[config.mk]
export PLATFORM = sky130hd
export DESIGN_NAME = bt656_encode
export DESIGN_NICKNAME = d
export VERILOG_FILES = /design/src/rtl/bt656_encode.sv
export SDC_FILE = /design/constraint.sdc
export NUM_CORES = 1
export LEC_CHECK = 0
export ABC_AREA = 0
export ABC_CLOCK_PERIOD_IN_PS = 2800
export CAP_MARGIN = 20
export CELL_PAD_IN_SITES_DETAIL_PLACEMENT = 0
export CELL_PAD_IN_SITES_GLOBAL_PLACEMENT = 1
export CORE_MARGIN = 2
export CORE_UTILIZATION = 42
export CTS_CLUSTER_SIZE = 20
export DETAILED_ROUTE_END_ITERATION = 12
export GPL_TIMING_DRIVEN = 0
export PLACE_DENSITY_LB_ADDON = 0.1
export SYNTH_ARGS = -nofsm -noshare
export SYNTH_HDL_FRONTEND = slang
export SYNTH_SLANG_ARGS = --single-unit
[constraint.sdc]
create_clock -name user_clk -period 2.8 [get_ports user_clk]
set_clock_uncertainty 0.1 [all_clocks]
set_input_delay 0.56 -clock user_clk [delete_from_list [all_inputs] [get_ports user_clk]]
set_output_delay 0.56 -clock user_clk [all_outputs]
set_load 0.03 [all_outputs]
[src/rtl/bt656_encode.sv]
// BT.656 4:2:2 stream encoder: EAV/SAV timing codes, blanking fill,
// active-video clipping and one-cycle pixel pull from an upstream source.
module bt656_encode #(
  parameter int H_ACTIVE = 1440,
  parameter int H_BLANK  = 268
) (
  input  logic       user_clk,
  input  logic       rst,
  input  logic       en,
  input  logic [7:0] din,
  input  logic       din_valid,
  output logic       pix_req,
  output logic [7:0] dout,
  output logic       h_o,
  output logic       v_o,
  output logic       f_o,
  output logic       frame_o,
  output logic       underflow
);

  localparam int L  = 8 + H_BLANK + H_ACTIVE;
  localparam int HW = $clog2(L);

  localparam logic [HW-1:0] H_LAST = HW'(L - 1);
  localparam logic [HW-1:0] SAV0   = HW'(4 + H_BLANK);
  localparam logic [HW-1:0] ACT0   = HW'(8 + H_BLANK);
  localparam logic [HW-1:0] EAV_N  = HW'(4);
  localparam logic [HW-1:0] H_ONE  = HW'(1);

  logic [HW-1:0] hcnt_q, hcnt_d;
  logic [9:0]    line_q, line_d;
  logic [7:0]    dout_q, dout_d;
  logic          h_q, h_d;
  logic          v_q, v_d;
  logic          f_q, f_d;
  logic          frame_q, frame_d;
  logic          uf_q, uf_d;

  logic          f_c, v_c;
  logic          in_eav, in_blank, in_sav, in_act;
  logic [HW-1:0] sav_off;
  logic [7:0]    blank_w;

  function automatic logic [7:0] xy(input logic f, input logic v,
                                    input logic h);
    return {1'b1, f, v, h, v ^ h, f ^ h, f ^ v, f ^ v ^ h};
  endfunction

  function automatic logic [7:0] code(input logic [1:0] idx,
                                      input logic [7:0] w);
    logic [7:0] r;
    unique case (idx)
      2'd0:    r = 8'hFF;
      2'd3:    r = w;
      default: r = 8'h00;
    endcase
    return r;
  endfunction

  function automatic logic [7:0] clip(input logic [7:0] w);
    logic [7:0] r;
    unique case (w)
      8'h00:   r = 8'h01;
      8'hFF:   r = 8'hFE;
      default: r = w;
    endcase
    return r;
  endfunction

  assign f_c = (line_q <= 10'd3) || (line_q >= 10'd266);
  assign v_c = (line_q <= 10'd19) ||
               ((line_q >= 10'd264) && (line_q <= 10'd282));

  assign in_eav   = hcnt_q < EAV_N;
  assign in_blank = !in_eav && (hcnt_q < SAV0);
  assign in_sav   = (hcnt_q >= SAV0) && (hcnt_q < ACT0);
  assign in_act   = hcnt_q >= ACT0;

  assign sav_off  = hcnt_q - SAV0;
  assign blank_w  = hcnt_q[0] ? 8'h10 : 8'h80;

  assign pix_req  = en && !v_c && in_act;

  always_comb begin
    hcnt_d  = hcnt_q;
    line_d  = line_q;
    dout_d  = 8'h10;
    h_d     = 1'b1;
    v_d     = 1'b1;
    f_d     = 1'b1;
    frame_d = 1'b0;
    uf_d    = 1'b0;
    if (!en) begin
      hcnt_d = '0;
      line_d = 10'd1;
    end else begin
      frame_d = (hcnt_q == '0) && (line_q == 10'd1);
      uf_d    = uf_q || (pix_req && !din_valid);
      v_d     = v_c;
      f_d     = f_c;
      if (hcnt_q == H_LAST) begin
        hcnt_d = '0;
        line_d = (line_q == 10'd525) ? 10'd1 : line_q + 10'd1;
      end else begin
        hcnt_d = hcnt_q + H_ONE;
      end
      unique case (1'b1)
        in_eav: begin
          h_d    = 1'b1;
          dout_d = code(hcnt_q[1:0], xy(f_c, v_c, 1'b1));
        end
        in_blank: begin
          h_d    = 1'b1;
          dout_d = blank_w;
        end
        in_sav: begin
          h_d    = 1'b0;
          dout_d = code(sav_off[1:0], xy(f_c, v_c, 1'b0));
        end
        in_act: begin
          h_d    = 1'b0;
          // V lines and starved requests both fill with blanking
          dout_d = (pix_req && din_valid) ? clip(din) : blank_w;
        end
        default: ;
      endcase
    end
  end

  always_ff @(posedge user_clk or posedge rst) begin
    if (rst) begin
      hcnt_q  <= '0;
      line_q  <= 10'd1;
      dout_q  <= 8'h10;
      h_q     <= 1'b1;
      v_q     <= 1'b1;
      f_q     <= 1'b1;
      frame_q <= 1'b0;
      uf_q    <= 1'b0;
    end else begin
      hcnt_q  <= hcnt_d;
      line_q  <= line_d;
      dout_q  <= dout_d;
      h_q     <= h_d;
      v_q     <= v_d;
      f_q     <= f_d;
      frame_q <= frame_d;
      uf_q    <= uf_d;
    end
  end

  assign dout      = dout_q;
  assign h_o       = h_q;
  assign v_o       = v_q;
  assign f_o       = f_q;
  assign frame_o   = frame_q;
  assign underflow = uf_q;

endmodule

# Word level (Yosys, flattened, before mapping)

Index checks and enable logic that the tools add are counted.

Memory bits (read-only): 0
Bits in latches: 0
Logic and storage cells: 69
Output and inout bits: 14
Input port bits: 12
Memories kept: 0
RAM bits: 0
Bits in registers: 34

Reduce and logical (&&, ||, !) cells: 19
Bitwise gates (word level): 4
$mul: 0
Shift-type cells: 0
Add/sub/neg operators: 3
Divide/modulo/power cells: 0
Muxes and demuxes: 18
Equality and inequality tests: 7
Order comparisons: 10

Operators by type and width:

| operator                                                            | count |
|---|---|
| one-hot mux 8 bit (2 select lines)                                  | 3 |
| one-hot mux 8 bit (4 select lines)                                  | 1 |
| two-way mux 10 bit                                                  | 3 |
| two-way mux 8 bit                                                   | 3 |
| greater-or-equal comparator 11 x 9 -> 1 bit (second input constant) | 2 |
| < comparator 11 x 9 -> 1 bit (second input constant)                | 2 |
| two-way mux 11 bit                                                  | 2 |
| greater-or-equal comparator 10 x 9 -> 1 bit (second input constant) | 2 |
| adder 11 x 1 -> 11 bit (second input constant)                      | 1 |
| == test 11 bit (second input constant)                              | 1 |
| zero test 11 bit                                                    | 1 |
| < comparator 11 x 3 -> 1 bit (second input constant)                | 1 |
| adder 10 x 1 -> 10 bit (second input constant)                      | 1 |
| == test 10 x 1 -> 1 bit (second input constant)                     | 1 |
| == test 10 bit (second input constant)                              | 1 |
| less-or-equal comparator 10 x 2 -> 1 bit (second input constant)    | 1 |
| less-or-equal comparator 10 x 5 -> 1 bit (second input constant)    | 1 |
| less-or-equal comparator 10 x 9 -> 1 bit (second input constant)    | 1 |
| == test 8 bit (second input constant)                               | 1 |
| logical AND 1 bit                                                   | 8 |
| zero test 8 bit                                                     | 1 |
| two-way mux 1 bit                                                   | 6 |
| == test 2 bit (second input constant)                               | 2 |
| zero test 2 bit                                                     | 2 |
| 7 further kinds                                                     | 13 |

# Logic depth before layout (Yosys ltp)

Word-level depth: 10
Mapped depth: 8
Gate-level depth less buffers: 8

# Worst setup path after synthesis

Ideal clock, no wire load.

Path kind: flip-flop to output port
From: register line_q[0]
To: output pix_req
Stages on the path, launching flop included: 7
Buffers on the path: 1
Data required time: 2.140 ns
Setup slack: 0.559 ns
Arrival time: 1.581 ns
Cell sequence: dfstp_2 nand3b_1 a21oi_1 nand4bb_1 buf_2 nand2_1 nor2_1

Word-level cells in the longest chain between the ends: 6
Elaborated cells between the ends (all ways): 8
Classes of those cells: order compare: 3; reduce/logical: 5

RTL lines:

| what                                                                                                    | RTL line | source |
|---|---|---|
| start, declared                                                                                         | 31       | `logic [9:0] line_q, line_d;` |
| start signal, assigned                                                                                  | 142      | `line_q <= line_d;` |
| greater-or-equal comparator 10 x 9 -> 1 bit or less-or-equal comparator 10 x 9 -> 1 bit (tied branches) | 72       | `((line_q >= 10'd264) && (line_q <= 10'd282));` |
| logical AND 1 bit                                                                                       | 72       |  |
| logical OR 1 bit *                                                                                      | 71       | `assign v_c = (line_q <= 10'd19) \|\|` |
| zero test 1 bit *                                                                                       | 82       | `assign pix_req = en && !v_c && in_act;` |
| logical AND 1 bit * (2 in a row)                                                                        | 82       |  |
| end, declared                                                                                           | 12       | `output logic pix_req,` |

Mark *: on every way between the ends. The rest lies on a longest branch, timed or not.

# Final worst setup path

Ends and elaborated chain as after synthesis.

==> flow_summary.yaml <==
cts:
  cts_tree: "yes"
  cts-resized-gates: 1
  cts_buffers: 5
  htreeDepth: 2
  clock_latency_ns: 0.28
  cts_root_buf: "clkbuf_8"
  clk_path_buf_depth: 2
  path_clk_slew_ns: 0.07
  clock_sinks: 34
  ctsHoldBuffers: 0
  cts_setup_buffers: 0
power_and_ir_drop:
  cellPowerDensity_nw_per_um2: 428
  peakVddDrop_mv: 0.226
  p_switching_mw: 0.296
  p_clk_frac: 0.347
  swShare: 0.273
  internal_power_mw: 0.789
  finalPower_mw: 1.08
  pwr-share-seq: 0.480
  combPwrFrac: 0.173
  power.leakage_nw: 1.09
logic_synthesis:
  netlist_instances: 238
  yosys-top-cells-area: "dfrtp_1, dfstp_2, o21ai_0"
  synth_seq_cells: 34
  seq_area_frac_synth: 0.408
  synth_top_area_frac: 0.346
  syn_area_um2: 2100
  ys_async_sr_fraction: 1.00
  yosys.cell_types.count: 54
  ys_warn_count: 0
  syn-mean-instance-area_um2: 8.82
  synth-edff-count: 0
  synth_nets: 255
  ys_dominant_reg_cell: "dfrtp_1"
  yosys.area.top_type: "dfrtp_1"
critical_path:
  slowest_delay_ns: 0.63
  worstPathRequired_ns: 2.14
  crit_type: "reg -> out"
  worstPathMaxFanout: 10
  crit_path_cell_trace: "nand3b_1 -> a21oi_1 -> nand4bb_1 -> buf_2 -> nand2_1 -> nor2_1 -> clkbuf_2"
  startpoint_type: "flip-flop"
  crit_path_end_kind: "output pin"
  slowest_stage: "dfstp_2"
  critPathArrivalTime_ns: 1.94
die:
  die_x_um: 74.7
  dieArea_um2: 5580
  chipHeight_um: 74.7
  rows: 25
  core_area_um2: 4790
  initial_core_util: 0.439
  ioPinCount: 26
placement:
  dpl.hpwl_mm: 3.74
  gp_congestion: 0.814
  portBuffers: 24
  placed_cells: 330
routing:
  post_drt_wl_per_cell_um: 14.9
  ant_nets: 0
  drc: 0
  vias: 1846
  drt_iter0_markers: 133
  totalWireLength_mm: 5.05
  viasPerCell: 5.46
  drt-pass1-iter-count: 4
hold_path:
  hold_class: "reg -> reg"
timing:
  slew_headroom: 0.535
  timing.fmax_mhz: 385
  rsz0062_at_grt: "no"
  hold_viol: 0
  setup_viol: 0
  tightestPinTransition_ns: 0.697
  drv_slew: 0
  layout_min_cycle_time_ns: 2.60
  finalCritPeriodShare: 0.927
final_layout:
  final_cell_mix: "dfrtp_1, nor2_1, clkdlybuf4s50_1, o21ai_0, nand2_1"
  syn2layout_area_growth_pct: 20.8
  diodes: 0
  final_layout_size_suffix_gt1_frac: 0.114
  seqCellArea_um2: 857
  multi_input_area_um2: 1120
  num-nets-final: 287
  instances_no_fill: 338
  final_common_cell: "dfrtp_1"
  fillCellCount: 477
grt:
  grt_pass1_vias: 1776
  grt_max_degree: 20
  grt_first_pass_wirelength_mm: 8.67
  grt_overflow: 0
  track_usage: 0.202
  antenna_found_initial: 0
run_status:
  status: "finished clean"
job:
  max_cap_viol_count: 0
==> final timing paths <==
check / start / to / slack [ns] / cells past startpoint
worst min register to register: underflow$_DFF_PP0_ / underflow$_DFF_PP0_ / 0.40 / 2
worst min-delay path: underflow$_DFF_PP0_ / underflow$_DFF_PP0_ / 0.40 / 2
min in group asynchronous: rst / dout[0]$_DFF_PP0_ / 0.59 / 2
max in group asynchronous: rst / f_o$_DFF_PP1_ / 1.40 / 3
worst max-delay path: line_q[0]$_DFFE_PP1P_ / pix_req / 0.20 / 7
worst max register to register: hcnt_q[0]$_DFF_PP0_ / hcnt_q[2]$_DFF_PP0_ / 0.49 / 7
==> power groups by stage <==
stage | combinational, mW | clock (mW) | sequential [mW]
finish | 0.188 | 0.376 | 0.520
floorplan | 0.0781 | 0 | 0.560
global route | 0.209 | 0.406 | 0.523
detailed placement | 0.187 | 0 | 0.529
global placement | 0.183 | 0 | 0.529
CTS | 0.188 | 0.390 | 0.520
==> stage by stage <==
| stage | hold WS, ns | setup WS (ns) | utilization | setup TNS, ns | area, um2 |
|---|---|---|---|---|---|
| 2_1_floorplan | 0.419 | 0.559 | - | 0 | 2100 |
| 3_3_place_gp | 0.390 | -0.0610 | 0.506 | -0.0610 | 2420 |
| 3_5_place_dp | 0.387 | -0.0981 | 0.512 | -0.0981 | 2450 |
| 4_1_cts | 0.402 | 0.0236 | 0.531 | 0 | 2540 |
| 5_1_grt | 0.418 | 0.0267 | 0.530 | 0 | 2540 |
| 6_report | 0.400 | 0.205 | 0.530 | 0 | 2540 |
==> logic make-up after synthesis <==
logic type | share of synthesized area
buf+inv | 0.0560
mux | 0.00954
flops | 0.408
compound gates | 0.184
simple gates | 0.275
xor+xnor | 0.0375
fa+ha+maj | 0.0298
==> final cells by class <==
class                      count  share of cell area
inverter                      11              0.0163
sequential                    34               0.338
timing repair buffer          25               0.104
clock buffer                   8              0.0355
multi-input combinational    179               0.444
buffer                        14              0.0301
tap                           67              0.0331
==> critical path: cells and delay by family, from the launching register on <==
kind                   cells  cell delay (ns)
AND/OR/NAND/NOR            4             0.46
AO/OA/AOI/OAI              1             0.14
flip-flops                 1             0.63
buffers and inverters      2             0.43
==> flip-flops by register name, indices dropped and copies added (netlist names) <==
register,flops
dout,8
f_o,1
frame_o,1
h_o,1
hcnt_q,11
line_q,10
underflow,1
v_o,1
==> routing by layer <==
layer	up-vias	part of all wire	global-route usage
li1	915	-	-
met1	890	0.49	0.285
met2	36	0.45	0.328
met3	5	0.045	0.0321
met4	0	0.0087	0.0476
met5	-	0	0
==> Yosys cell counts, types with 2 or more instances <==
cell	count
dfrtp_1	29
nor2_1	25
o21ai_0	21
nand2_1	19
a21oi_1	11
inv_1	11
nand3_1	11
nor3_1	9
nand4_1	8
buf_2	7
o31ai_1	6
and3_1	5
clkbuf_1	5
dfstp_2	5
ha_1	5
xnor2_1	5
and2_1	4
xor2_1	4
nor2b_1	3
a211o_1	2
a211oi_1	2
a22oi_1	2
a2bb2oi_1	2
a31oi_1	2
buf_6	2
mux2i_1	2
nand2b_1	2
nand4b_1	2
or2_2	2
Note: power is estimated with default switching activity, not from simulation.
